File: config.mk
export PLATFORM = sky130hd
export DESIGN_NAME = sram_bank_sequencer
export DESIGN_NICKNAME = d
export VERILOG_FILES = /design/src/rtl/sram_bank_sequencer_pkg.sv /design/src/rtl/sram_bank_sequencer_phase_edge_detect.sv /design/src/rtl/sram_bank_sequencer.sv
export SDC_FILE = /design/constraint.sdc
export NUM_CORES = 1
export LEC_CHECK = 0
export BUFFER_PORTS_ARGS = -buffer_cell sky130_fd_sc_hd__buf_2
export CORE_MARGIN = 8
export CORE_UTILIZATION = 46
export DETAILED_ROUTE_END_ITERATION = 8
export PLACE_DENSITY = 0.76
export SYNTH_ARGS = -nofsm -noshare
export SYNTH_HDL_FRONTEND = slang
export SYNTH_SLANG_ARGS = --single-unit
export TNS_END_PERCENT = 30
File: constraint.sdc
create_clock -name clk -period 4.71 [get_ports clk]
set_input_delay 0.2355 -clock clk [delete_from_list [all_inputs] [get_ports clk]]
set_output_delay 0.2355 -clock clk [all_outputs]
set_load 0.02 [all_outputs]
File: src/rtl/sram_bank_sequencer_pkg.sv
// Shared definitions for the SRAM bank sequencer: Bennett phase indices,
// sequencer states, operation types and the two-port arbitration helper.
package sram_bank_sequencer_pkg;

   localparam int NUM_PH  = 10;
   localparam int PH_ARB  = 0;
   localparam int PH_ADDR = 2;
   localparam int PH_DATA = 4;
   localparam int PH_RD   = 6;
   localparam int PH_WR   = 8;
   localparam int PH_RET  = 9;

   typedef enum logic [2:0] {
      ST_IDLE,
      ST_ARB,
      ST_ADDR,
      ST_DATA,
      ST_ACCESS,
      ST_RETIRE
   } seq_state_e;

   typedef enum logic [1:0] {
      OP_NONE,
      OP_READ,
      OP_WRITE
   } op_type_e;

   typedef struct packed {
      logic [1:0] grant;
      logic       toggle_rr;
   } arb_result_t;

   // Two reads share the bank; anything involving a write is serialised by
   // the round-robin pointer, which only advances when it breaks a tie.
   function automatic arb_result_t arbitrate(input logic [1:0] valid,
                                             input logic [1:0] write,
                                             input logic       rr_ptr);
      arb_result_t res;
      res.grant     = valid;
      res.toggle_rr = 1'b0;
      if (valid == 2'b11 && write != 2'b00) begin
         res.grant     = rr_ptr ? 2'b10 : 2'b01;
         res.toggle_rr = 1'b1;
      end
      return res;
   endfunction

endpackage

File: src/rtl/sram_bank_sequencer_phase_edge_detect.sv
// Rising-edge detector for the Bennett phase vector: a phase rises when it
// is high now and was low on the previous clk.
module sram_bank_sequencer_phase_edge_detect
   import sram_bank_sequencer_pkg::*;
(
   input  logic              i_clk,
   input  logic              i_reset,
   input  logic [NUM_PH-1:0] i_clkp,
   output logic [NUM_PH-1:0] o_rise
);

   logic [NUM_PH-1:0] r_clkp_q;

   // NOTE: sequential state is updated with non-blocking assignments only.
   always_ff @(posedge i_clk or posedge i_reset) begin
      if (i_reset) r_clkp_q <= '0;
      else         r_clkp_q <= i_clkp;
   end

   assign o_rise = i_clkp & ~r_clkp_q;

endmodule

File: src/rtl/sram_bank_sequencer.sv
// Phase-driven sequencer for the two-read-port SRAM bank: arbitrates two
// requesters once per Bennett cycle and drives the bank at the expected phases.
module sram_bank_sequencer
   import sram_bank_sequencer_pkg::*;
#(
   parameter int WIDTH = 16,
   parameter int ROWS  = 32,
   parameter int AW    = 5
) (
   input  logic                 clk,
   input  logic                 reset,
   input  logic [NUM_PH-1:0]    clkp,
   input  logic                 Mclk,
   input  logic [1:0]           req_valid,
   input  logic [1:0]           req_write,
   input  logic [2*AW-1:0]      req_addr,
   input  logic [2*WIDTH-1:0]   req_wdata,
   output logic [1:0]           req_ready,
   output logic [1:0]           rsp_valid,
   output logic [2*WIDTH-1:0]   rsp_rdata,
   output logic [ROWS-1:0]      wordA,
   output logic [ROWS-1:0]      wordB,
   output logic                 ReadEn,
   output logic                 WriteEn,
   output logic [WIDTH-1:0]     din,
   input  logic [WIDTH-1:0]     outA,
   input  logic [WIDTH-1:0]     outB,
   output logic                 srclkneg,
   output logic                 srclkpos
);

   function automatic logic [ROWS-1:0] row_onehot(input logic [AW-1:0] addr);
      logic [ROWS-1:0] v;
      v = '0;
      for (int r = 0; r < ROWS; r++)
         if (int'(addr) == r) v[r] = 1'b1;
      return v;
   endfunction

   function automatic logic row_legal(input logic [AW-1:0] addr);
      return int'(addr) < ROWS;
   endfunction

   logic [NUM_PH-1:0] w_rise;
   logic              w_unused_rise;

   sram_bank_sequencer_phase_edge_detect u_phase_edge_detect (
      .i_clk   (clk),
      .i_reset (reset),
      .i_clkp  (clkp),
      .o_rise  (w_rise)
   );

   assign w_unused_rise = ^{w_rise[1], w_rise[3], w_rise[5], w_rise[7]};

   seq_state_e         r_state,     w_state_nxt;
   logic               r_rr_ptr,    w_rr_nxt;
   logic [1:0]         r_gnt,       w_gnt_nxt;
   op_type_e           r_op,        w_op_nxt;
   logic [AW-1:0]      r_addr_a,    w_addr_a_nxt;
   logic [AW-1:0]      r_addr_b,    w_addr_b_nxt;
   logic [WIDTH-1:0]   r_wdata,     w_wdata_nxt;
   logic [1:0]         r_req_ready, w_req_ready_nxt;
   logic [1:0]         r_rsp_valid, w_rsp_valid_nxt;
   logic [2*WIDTH-1:0] r_rsp_rdata, w_rsp_rdata_nxt;
   logic [ROWS-1:0]    r_word_a,    w_word_a_nxt;
   logic [ROWS-1:0]    r_word_b,    w_word_b_nxt;
   logic               r_read_en,   w_read_en_nxt;
   logic               r_write_en,  w_write_en_nxt;
   logic [WIDTH-1:0]   r_din,       w_din_nxt;
   arb_result_t        w_arb;

   always_ff @(posedge clk or posedge reset) begin
      if (reset) begin
         r_state     <= ST_IDLE;
         r_rr_ptr    <= 1'b0;
         r_gnt       <= '0;
         r_op        <= OP_NONE;
         r_addr_a    <= '0;
         r_addr_b    <= '0;
         r_wdata     <= '0;
         r_req_ready <= '0;
         r_rsp_valid <= '0;
         r_rsp_rdata <= '0;
         r_word_a    <= '0;
         r_word_b    <= '0;
         r_read_en   <= 1'b0;
         r_write_en  <= 1'b0;
         r_din       <= '0;
      end else begin
         r_state     <= w_state_nxt;
         r_rr_ptr    <= w_rr_nxt;
         r_gnt       <= w_gnt_nxt;
         r_op        <= w_op_nxt;
         r_addr_a    <= w_addr_a_nxt;
         r_addr_b    <= w_addr_b_nxt;
         r_wdata     <= w_wdata_nxt;
         r_req_ready <= w_req_ready_nxt;
         r_rsp_valid <= w_rsp_valid_nxt;
         r_rsp_rdata <= w_rsp_rdata_nxt;
         r_word_a    <= w_word_a_nxt;
         r_word_b    <= w_word_b_nxt;
         r_read_en   <= w_read_en_nxt;
         r_write_en  <= w_write_en_nxt;
         r_din       <= w_din_nxt;
      end
   end

   always_comb begin
      // NOTE: every signal gets a default before the case so no latch is inferred.
      w_state_nxt     = r_state;
      w_rr_nxt        = r_rr_ptr;
      w_gnt_nxt       = r_gnt;
      w_op_nxt        = r_op;
      w_addr_a_nxt    = r_addr_a;
      w_addr_b_nxt    = r_addr_b;
      w_wdata_nxt     = r_wdata;
      w_req_ready_nxt = '0;
      w_rsp_valid_nxt = '0;
      w_rsp_rdata_nxt = r_rsp_rdata;
      w_word_a_nxt    = r_word_a;
      w_word_b_nxt    = r_word_b;
      w_read_en_nxt   = r_read_en;
      w_write_en_nxt  = r_write_en;
      w_din_nxt       = r_din;
      w_arb           = arbitrate(req_valid, req_write, r_rr_ptr);

      unique case (r_state)
         ST_IDLE: begin
            if (w_rise[PH_ARB] && w_arb.grant != 2'b00) begin
               w_state_nxt     = ST_ARB;
               w_req_ready_nxt = w_arb.grant;
               w_gnt_nxt       = w_arb.grant;
               if (w_arb.toggle_rr) w_rr_nxt = ~r_rr_ptr;
               if ((w_arb.grant & req_write) != 2'b00) begin
                  // A write owns both word lines; only one port can be granted here.
                  w_op_nxt     = OP_WRITE;
                  w_addr_a_nxt = w_arb.grant[1] ? req_addr[AW +: AW] : req_addr[0 +: AW];
                  w_addr_b_nxt = w_addr_a_nxt;
                  w_wdata_nxt  = w_arb.grant[1] ? req_wdata[WIDTH +: WIDTH]
                                                : req_wdata[0 +: WIDTH];
               end else begin
                  w_op_nxt     = OP_READ;
                  w_addr_a_nxt = req_addr[0 +: AW];
                  w_addr_b_nxt = req_addr[AW +: AW];
                  w_wdata_nxt  = '0;
               end
            end
         end
         ST_ARB: w_state_nxt = ST_ADDR;
         ST_ADDR: begin
            if (w_rise[PH_ADDR]) begin
               w_state_nxt  = ST_DATA;
               w_word_a_nxt = (r_op == OP_WRITE || r_gnt[0]) ? row_onehot(r_addr_a) : '0;
               w_word_b_nxt = (r_op == OP_WRITE || r_gnt[1]) ? row_onehot(r_addr_b) : '0;
            end
         end
         ST_DATA: begin
            if (w_rise[PH_DATA]) begin
               w_state_nxt = ST_ACCESS;
               w_din_nxt   = (r_op == OP_WRITE) ? r_wdata : '0;
            end
         end
         ST_ACCESS: begin
            if (w_rise[PH_WR]) begin
               w_state_nxt    = ST_RETIRE;
               w_read_en_nxt  = 1'b0;
               w_write_en_nxt = (r_op == OP_WRITE);
            end else if (w_rise[PH_RD]) begin
               w_read_en_nxt = (r_op == OP_READ);
            end
         end
         ST_RETIRE: begin
            if (w_rise[PH_RET]) begin
               w_state_nxt    = ST_IDLE;
               w_write_en_nxt = 1'b0;
               w_word_a_nxt   = '0;
               w_word_b_nxt   = '0;
               w_din_nxt      = '0;
               w_op_nxt       = OP_NONE;
               w_gnt_nxt      = '0;
               if (r_op == OP_READ) begin
                  // The bank output floats when no word line is driven, so illegal rows return 0.
                  if (r_gnt[0]) begin
                     w_rsp_valid_nxt[0]           = 1'b1;
                     w_rsp_rdata_nxt[0 +: WIDTH]  = row_legal(r_addr_a) ? outA : '0;
                  end
                  if (r_gnt[1]) begin
                     w_rsp_valid_nxt[1]              = 1'b1;
                     w_rsp_rdata_nxt[WIDTH +: WIDTH] = row_legal(r_addr_b) ? outB : '0;
                  end
               end
            end
         end
         default: w_state_nxt = ST_IDLE;
      endcase
   end

   assign req_ready = r_req_ready;
   assign rsp_valid = r_rsp_valid;
   assign rsp_rdata = r_rsp_rdata;
   assign wordA     = r_word_a;
   assign wordB     = r_word_b;
   assign ReadEn    = r_read_en;
   assign WriteEn   = r_write_en;
   assign din       = r_din;

   assign srclkneg = (Mclk ^ clkp[PH_RD]) & clkp[PH_RD];
   assign srclkpos = ~srclkneg;

endmodule

==> results of run 1 <==
-- through the flow --
stage          std cells  hold slack [ns]  worst slack, ns
2_1_floorplan        550            0.267            0.211
3_3_place_gp         915            0.356             2.15
3_5_place_dp         915            0.362             2.08
4_1_cts              953           0.0293             2.08
5_1_grt              953           0.0318             1.93
6_report             953          -0.0118             2.07
-- cell families after synthesis --
logic type             after synthesis  share of synthesized area [%]
AND/OR/NAND/NOR                    139                           10.3
buffers and inverters               56                           3.94
XOR/XNOR                             1                          0.129
multiplexers                       107                           17.9
flip-flops                         158                           58.2
AO/OA/AOI/OAI                       89                           9.50
-- how the worst min path moves through the flow --
stage                         from  slack (ns)                         endpoint
after global routing      outA[10]        0.03                    rsp_rdata[10]
after global placement     clkp[8]        0.36  u_phase_edge_detect.r_clkp_q[8]
after detailed placement   clkp[8]        0.36  u_phase_edge_detect.r_clkp_q[8]
after floorplan            clkp[0]        0.27  u_phase_edge_detect.r_clkp_q[0]
final                        reset       -0.01                           din[1]
after CTS                    reset        0.03                           din[2]
-- flip-flops by register name (all words and copies together), names as in the netlist, 2 cells and up --
| signal | count |
|---|---|
| din | 16 |
| r_addr_a | 5 |
| r_addr_b | 5 |
| r_gnt | 2 |
| r_op | 2 |
| r_state | 3 |
| r_wdata | 16 |
| req_ready | 2 |
| rsp_rdata | 32 |
| rsp_valid | 2 |
| u_phase_edge_detect.r_clkp_q | 6 |
| wordA | 32 |
| wordB | 32 |
-- cell type report --
class | count | area share [%]
Inverter | 29 | 1.33
Timing Repair Buffer | 214 | 12.9
Clock buffer | 22 | 5.31
Sequential cell | 158 | 46.2
Tap cell | 184 | 2.69
Multi-Input combinational cell | 336 | 30.2
Clock inverter | 10 | 1.33
-- synth_stat cells, types with 2 or more instances --
| cell type | instances |
|---|---|
| a211o_1 | 4 |
| buf_6 | 5 |
| and3_1 | 3 |
| a22o_1 | 3 |
| o21ai_0 | 32 |
| a21oi_1 | 2 |
| nand3_1 | 8 |
| o211ai_1 | 4 |
| nor3b_1 | 2 |
| nand4_1 | 2 |
| mux2_1 | 6 |
| and2b_1 | 2 |
| mux2_4 | 18 |
| nor2b_1 | 8 |
| nor3_1 | 4 |
| nand2b_1 | 8 |
| nand2_4 | 2 |
| o32ai_1 | 3 |
| dfrtp_1 | 158 |
| clkbuf_1 | 12 |
| nor2_1 | 39 |
| o2bb2ai_1 | 26 |
| or3_1 | 3 |
| a32o_1 | 2 |
| nand2_1 | 49 |
| mux2i_1 | 42 |
| mux2_2 | 41 |
| o21bai_1 | 2 |
| buf_2 | 7 |
| inv_1 | 29 |
| buf_4 | 3 |
-- worst reg2reg max path: stages (launching register included) --
cell and delay, ns:
dfrtp_1 0.50, or3b_1 0.48, nand2b_4 0.21, a21oi_4 0.87, mux2_2 0.45
-- power groups by stage --
stage	clock network (uW)	logic [uW]	registers, uW
3_5_place_dp	0	1180	1930
4_1_cts	1350	1190	1910
3_3_place_gp	0	1150	1900
6_report	1320	1170	1910
5_1_grt	1410	1290	1950
2_1_floorplan	0	706	2020
-- cells in the final DEF (no fill, tap or decap), drive strengths merged, types with 4 or more instances in the layout --
cell type,instances
nor2b,8
a211o,4
o21ai,33
buf,208
nand2b,9
mux2,65
dfrtp,158
clkbuf,22
a21oi,4
mux2i,42
nand3,8
nand2,51
o2bb2ai,26
inv,30
nor2,39
dlygate4sd3,6
o211ai,4
nor3,4
clkinvlp,4
-- metal layers --
metal / vias to the layer above / track usage, % / part of all wire [%]
li1: 2337 / - / -
met1: 2443 / 22.0 / 41
met2: 172 / 31.0 / 49
met3: 25 / 6.35 / 8.9
met4: 4 / 6.40 / 1.5
met5: - / 0 / 0.092
==> results.md, run 1 <==
- Share of the synthesized area in the top cell type: 58.2%
- WP data required: around 5 ns
- Syn avg cell area: 12.4 sq um
- CP top delay family: compound AO/OA/AOI/OAI gates
- Worst-path cell chain: or3b_1, nand2b_4, a21oi_4, mux2_2
- Crit-path max FO: 35
- GPL Wtd Cong: 0.845
- Htree depth: 4
- Initial DRC Count: approximately 250
- Syn nets: 641
- Switch share: 34.4%
- Static Leak: 0.00455 uW
- Initial antenna violation count: 2
- GRT Util Overall: about 19%
- Post-synth ARST share: 100%
- TritonCTS clock tree: built
- Worst EP arrival: 2.93 ns
- Clock share of power: 30.0%
- Area occupied by multi-input gates: approximately 0.0026 sq mm
- Share of cells above drive strength 1: 39.9%
- Crit Path Category: reg2reg
- Worst-margin pin slew: 1.22 ns
- Setup bufs post-CTS: 0
- Reg-to-reg critical path endpoint: wordB[22]
- Rows: 44
- Yosys reg bits: ~160
- Reg2reg setup slack: 2.07 ns
- Min cycle time layout: 2.64 ns
- Hold slack final: -0.0118 ns
- Design Power: 4400 uW
- Register area share after synthesis: 58.2%
- Final slew viol count: 0
- Setup TNS: 0 ns
- Finish-stage setup viols: 0
- Vias in the first global route: roughly 5300
- # port buffers: between 200 and 250
- DRC viols: 0
- Post-DP HPWL: approximately 13000 microns
- Failing checks: negative hold slack
- Hold-fix buffers, CTS: 6
- Power Density: 514 mW/mm^2
- Fmax: between 300 and 400 MHz
- Mapped cell area: 0.00680 sq mm
- YS warnings: 0
- Critical R2R Launch: r_state[0]
- Main synth FF type: dfrtp_1
- Core Util, Final: 59.1%
- Post-CTS sizing: 0
- Core area: 0.0145 sq mm
- Filler instances: 1180
- Register area: just under 0.004 sq mm
- RSZ-0062 raised after global routing: false
- Final nets: 847
- CTS Root Cell: clkbuf_16
- R2r worst-path depth: 4
- CTS clk-pin slew, worst paths: about 0.06 ns
- Peak VDD IR: between 0.2 and 0.3 mV
- NetSw: 1510 uW
- Dominant cell type by area after synthesis: dfrtp_1
- Critical path destination: wordB[22]
- Die span in x: 138 microns
- Post-DR wirelength/cell: 18.2 microns
- CTS buffer count: 17
- Vias/cell: 5.23
- ANT cells: 0
- Die Y: approximately 140 microns
- Clock Skews: 0.0122 ns
- Global-route wire length before repair: 27200 microns
- Max transition margin: 18.9%
- CTS sink count: approximately 160
- Cell internal pwr: 2890 uW
- Max Cap Viol: 0
- Top post-synthesis cells by area: dfrtp_1 (58%), mux2_2 (6.8%), mux2i_1 (6.2%)
- DR vias: 4981
- Slowest cell delay on critical path: ~0.87 ns
- Startpoint Class: register
- Routed WL: 17300 microns
- Post-Synthesis Cells: between 500 and 600
- Crit path capture type: register
- Hold crit path type: in2async
- CP max-delay cell: a21oi_4
- Crit path buffers/inverters: 0
- I/O pin count: 211
- Die Footprint: 0.0189 sq mm
- Largest net degree at the start of global routing: 97
- Initial Util: 46.9%
- Critical Path Source: r_state[0]
- Combinational share of power: 26.7%
- Post-synth EDFFs: 0
- CP Depth: 4
- Final Cell Area: roughly 0.0086 sq mm
- Reg power frac: 43.3%
- Bufs on Longest Clock Path: 2
- Outcome: finished, violations left
- Synth unique cells: 52
- GR Overflow Total: 0
- Total iterations of the first detailed-routing run: 4
- Clk_lat worst skew: about 0.42 ns
- Layout area overhead: 25.9%
- Final hold vios: 6
- Crit share post-route: 56.1%
- Placed inst area: 0.00793 sq mm
- Post-route ant nets: 0
Power figures use the tool's default switching activity.
==> inputs of run 2 (changes only) <==
==> constraint.sdc (replaced) <==
create_clock -name clk -period 2.1 [get_ports clk]
set_input_delay 0.105 -clock clk [delete_from_list [all_inputs] [get_ports clk]]
set_output_delay 0.105 -clock clk [all_outputs]
set_load 0.02 [all_outputs]
==> run 2 against run 1 <==
The run still ends with negative hold slack left. Critical path depth rose by 2. Utilization rose by 4.0 points. First-iteration DRC count rose by 41%. Worst setup slack got worse by 2.0 ns. Global-route usage rose by 1.5 points. Cell area rose by 6.8%. Clock skew fell by 0.0034 ns. Worst hold slack improved by 0.0050 ns. Maximum frequency rose by 30%. Combinational power rose by 150%. Sequential share of layout area fell by 2.9 points. Clock power rose by 110%. Critical endpoint is now r_wdata[12]. Largest cell class unchanged. Largest power group unchanged.
==> results.md, run 2 (same netlist as run 1, synthesis figures left out) <==
- Peak VDD IR: 0.567 mV
- # placed instances: 926
- Static Leak: 0.00480 uW
- Core area: 0.0145 sq mm
- Vias/cell: 5.19
- Vias in the first global route: between 5000 and 6000
- Layout area overhead: 34.4%
- Register area: 0.00395 sq mm
- CTS clk-pin slew, worst paths: 0.06 ns
- Crit share post-route: 97.0%
- # port buffers: 206
- Clk_lat worst skew: around 0.42 ns
- Area occupied by multi-input gates: 0.00259 sq mm
- CTS sink count: 158
- Final hold vios: 1
- Startpoint Class: register
- Post-DR wirelength/cell: around 19 microns
- Finish-stage setup viols: 0
- Clock Skews: 0.00882 ns
- CTS buffer count: 17
- Bufs on Longest Clock Path: 2
- ANT cells: 0
- Initial Util: 46.9%
- Power Density: 1090 mW/mm^2
- WP data required: 2.39 ns
- Final nets: 908
- Initial antenna violation count: 0
- DRC viols: 0
- I/O pin count: roughly 210
- Share of cells above drive strength 1: 38.5%
- Commonest cells after routing, fill and taps aside: buf_2 (206), dfrtp_1 (158), dlygate4sd3_1 (56)
- Final slew viol count: 0
- Initial DRC Count: 349
- Commonest non-fill, non-tap cell in the layout: buf_2
- Max Cap Viol: 0
- Crit Path Category: reg2reg
- Setup bufs post-CTS: 0
- R2r worst-path depth: 6
- GR Overflow Total: 0
- Max transition margin: 44.6%
- Largest net degree at the start of global routing: 159
- GPL Wtd Cong: roughly 0.8
- Hold slack final: -0.00679 ns
- Die Footprint: 0.0189 sq mm
- Post-route ant nets: 0
- Die Y: 138 microns
- Hold depth: 3
- Total iterations of the first detailed-routing run: 4
- Filler instances: 1100
- Hold crit path type: in2reg
- Rows: 44
- Die span in x: 138 microns
- Routed WL: between 15000 and 20000 microns
- Htree depth: 4
- Worst-margin pin slew: 0.831 ns
- Crit path capture type: register
- Failing checks: negative hold slack
- Min cycle time layout: 2.04 ns
- Worst EP arrival: about 2.3 ns
- RSZ-0062 raised after global routing: false
- CTS Root Cell: clkbuf_16
- DR vias: 5235
- Post-DP HPWL: 12900 microns
- TritonCTS clock tree: built
- Fmax: 491 MHz
- Cell Count, Final, Fillers Out: a little over 1000
- Outcome: finished, violations left
- GRT Util Overall: 20.1%
- Crit-path max FO: 18
- Global-route wire length before repair: 29500 microns
[run 2: power breakdown]
part / internal (uW) / switching (uW)
Sequential: 3700 / 581
Combinational: 1180 / 1730
Clock: 1610 / 1130
Total: 6490 / 3450
[run 2: repair_timing]
item / in CTS / in global routing
setup endpoints to repair: 3 / 17
gates resized for setup: 1 / 5
endpoints found under the hold margin: 145 / 0
pin swaps: 0 / 0
hold buffers: 56 / 0
[run 2: worst paths after layout]
| check | from | to | slack (ns) |
|---|---|---|---|
| min reg2reg | wordA[12] | wordA[12] | 0.48 |
| min | req_wdata[14] | r_wdata[14] | -0.007 |
| max in group asynchronous | reset | wordA[10] | 1.02 |
| max reg2reg | r_rr_ptr | r_wdata[12] | 0.06 |
| max | r_rr_ptr | r_wdata[12] | 0.06 |
| min in group asynchronous | reset | din[6] | 0.45 |
[run 2: layout make-up]
| cell class | instances | area share, % |
|---|---|---|
| clock buffer | 19 | 4.85 |
| clock inverter | 8 | 0.794 |
| inverter | 29 | 1.23 |
| multi-input combinational | 336 | 28.3 |
| sequential | 158 | 43.3 |
| tap | 184 | 2.52 |
| timing repair buffer | 275 | 19.0 |
[run 2: layer usage]
| metal | GRT usage (%) | vias to the layer above | part of all wire, % |
|---|---|---|---|
| met2 | 35.0 | 180 | 51 |
| met5 | 0 | - | 0 |
| met4 | 6.88 | 0 | 1.6 |
| li1 | - | 2453 | - |
| met3 | 5.62 | 25 | 7.3 |
| met1 | 23.4 | 2577 | 40 |
[run 2: critical path, stage by stage (launching register included)]
cell,delay [ns]
dfrtp_1,0.43
nand2b_1,0.20
o21ai_2,0.19
buf_12,0.20
mux2i_1,0.23
dlygate4sd3_1,0.59
o21ai_0,0.08
[run 2: through the flow]
| step | util (%) | power, uW | setup TNS (ns) | worst slack, ns | area, sq um |
|---|---|---|---|---|---|
| finish | 63.1 | 9940 | 0 | 0.0631 | 9140 |
| global route | 63.1 | 10500 | 0 | 0.00263 | 9140 |
| CTS | 63.0 | 9970 | 0 | 0.0326 | 9120 |
| detailed placement | 55.5 | 7110 | 0 | 0.00659 | 8040 |
| global placement | 55.5 | 6960 | 0 | 0.128 | 8040 |
| floorplan | - | 6110 | -0.927 | -0.00587 | 6800 |
==> inputs of run 3 (changes only) <==
--- a/config.mk
+++ b/config.mk
@@ -5,9 +5,10 @@
 export SDC_FILE = /design/constraint.sdc
 export NUM_CORES = 1
 export LEC_CHECK = 0
-export BUFFER_PORTS_ARGS = -buffer_cell sky130_fd_sc_hd__buf_2
+export BUFFER_PORTS_ARGS = -buffer_cell sky130_fd_sc_hd__buf_4
 export CORE_MARGIN = 8
 export CORE_UTILIZATION = 46
+export CTS_CLUSTER_DIAMETER = 80
 export DETAILED_ROUTE_END_ITERATION = 8
 export PLACE_DENSITY = 0.76
 export SYNTH_ARGS = -nofsm -noshare
==> run 3 against run 2 <==
Via count rose by 1.1%. Critical path type unchanged. Clock-buffer cell count increased by 1. Wire length rose by 1.7%. Maximum frequency is 1.4% higher. Global-route usage rose by 0.16 points. Utilization grew 5.1 points. Critical endpoint is now r_addr_a[4]. Sequential share of layout area is 3.2 points lower. Clock skew decreased by 0.00085 ns. Worst hold slack improved by 0.019 ns. Cell count grew 1.5%. Critical path depth down 1. The run now ends clean.
==> results.md, run 3 (same netlist as run 1, synthesis figures left out) <==
- Die span in x: 138 microns
- Startpoint Class: register
- RSZ-0062 raised after global routing: false
- TritonCTS clock tree: built
- Vias/cell: 5.17
- Fmax: 498 MHz
- Crit path buffers/inverters: 1
- Clk_lat worst skew: 0.42 ns
- Placed inst area: ~0.0086 sq mm
- Initial Util: 46.9%
- CTS clk-pin slew, worst paths: 0.06 ns
- Final Cell Area: 0.00987 sq mm
- Crit Path Category: reg2reg
- Htree depth: 4
- WP data required: 2.40 ns
- Worst EP arrival: 2.31 ns
- Slowest cell delay on critical path: 0.58 ns
- Min-Delay Endpoint: r_wdata[0]
- CTS Root Cell: clkbuf_16
- I/O pin count: 211
- Outcome: finished, final reports clean
- Hold crit path type: in2reg
- Max transition margin: 55.7%
- Routed WL: 19100 microns
- Final nets: 922
- Initial DRC Count: slightly below 300
- Min cycle time layout: 2.01 ns
- ANT cells: 0
- Hold_sp: req_wdata[0]
- GPL Wtd Cong: 0.810
- Layout area overhead: 45.2%
- Post-DP HPWL: ~13000 microns
- Global-route wire length before repair: 29700 microns
- Critical R2R Launch: r_rr_ptr
- CTS sink count: between 150 and 200
- Clock Skews: about 0.008 ns
- Commonest non-fill, non-tap cell in the layout: buf_4
- Core area: 0.0145 sq mm
- R2r worst-path depth: 5
- Die Y: around 140 microns
- Total iterations of the first detailed-routing run: 4
- # port buffers: 206
- Bufs on Longest Clock Path: 2
- Power Density: 1060 mW/mm^2
- Crit-path max FO: 6
- Rows: 44
- Worst-margin pin slew: 0.663 ns
- Static Leak: 0.00497 uW
- DR vias: 5291
- Peak VDD IR: 0.586 mV
- DRC viols: 0
- Crit share post-route: 95.7%
- Finish-stage setup viols: 0
- GRT Util Overall: 20.3%
- Setup TNS: 0 ns
- CP top delay family: simple AND/OR/NAND/NOR gates
- Reg2reg setup slack: roughly 0.091 ns
- Die Footprint: 0.0189 sq mm
- DP Worst Slack: between 0.1 and 0.15 ns
- Hold depth: 3
- Final hold vios: 0
- Vias in the first global route: 5625
- Setup bufs post-CTS: 0
- Post-route ant nets: 0
- Worst-path cell chain: nand2b_1, and3_1, mux2i_1, dlygate4sd3_1, o21ai_0
- Max Cap Viol: 0
- Final slew viol count: 0
- Share of cells above drive strength 1: 38.2%
- Core Util, Final: 68.2%
- Initial antenna violation count: 0
- CTS buffer count: 17
- Crit path capture type: register
- Hold slack final: 0.0126 ns
- Reg-to-reg critical path endpoint: r_addr_a[4]
- Largest net degree at the start of global routing: 48
- GR Overflow Total: 0
- Post-DR wirelength/cell: 18.6 microns
- Commonest cells after routing, fill and taps aside: buf_4 (216), dfrtp_1 (158), dlygate4sd3_1 (66)
- Fin worst setup slack: 0.0913 ns
- CP max-delay cell: dlygate4sd3_1
==> run 3: changes by cell type in the layout (fill, tap and decap cells not counted), sizes merged <==
cell,change
bufinv,+2
buf,+4
dlygate4sd3,+10
clkinv,+1
clkinvlp,-3
clkbuf,+1
==> run 3: what timing repair did <==
item                                    4_1_cts  5_1_grt
hold endpoints to repair                     76        0
hold buffers                                 66        0
resized for setup                             0        5
endpoints found under the setup margin        0       15
==> run 3: worst max path at each step <==
stage / startpoint / end / slack, ns / cells past startpoint
floorplan: reset / ReadEn / -0.006 / 1
global placement: r_state[1] / wordB[7] / 0.22 / 5
detailed placement: r_state[1] / wordB[15] / 0.15 / 5
CTS: r_rr_ptr / r_wdata[7] / 0.05 / 6
global route: r_rr_ptr / r_wdata[7] / 0.006 / 6
finish: r_rr_ptr / r_addr_a[4] / 0.09 / 5
==> run 3: tightest hold or removal path: cells and delay by family <==
family / cells / cell delay (ns)
AOI/OAI and AO/OA: 1 / 0.16
muxes: 1 / 0.05
buffers and inverters: 1 / 0.08
==> run 3: layout make-up <==
class                           count  area [sq um]
Timing Repair Buffer              289          2420
Sequential cell                   158          3950
Clock inverter                      8           119
Clock buffer                       20           447
Inverter                           29           113
Multi-Input combinational cell    336          2590
Tap cell                          184           230
Fill cell                        1038          4610
==> run 3: routing by layer <==
| metal | routed length (microns) | part of all wire (%) | up-vias | track usage, % |
|---|---|---|---|---|
| li1 | - | - | 2479 | - |
| met1 | 7530 | 39 | 2615 | 23.7 |
| met2 | 9700 | 51 | 167 | 34.6 |
| met3 | 1560 | 8.2 | 30 | 7.08 |
| met4 | 303 | 1.6 | 0 | 5.61 |
| met5 | 0 | 0 | - | 0 |
==> run 3: stage by stage <==
stage / power [uW] / std cells
after floorplan: 6110 / 550
after global placement: 7240 / 930
after detailed placement: 7380 / 930
after CTS: 10500 / 1024
after global routing: 11000 / 1024
final: 10500 / 1024
==> run 3: power by group <==
part	switching, uW	internal [uW]	leakage (uW)
Clock	1130	1860	0.000281
Sequential	582	3700	0.00215
Combinational	1760	1450	0.00254
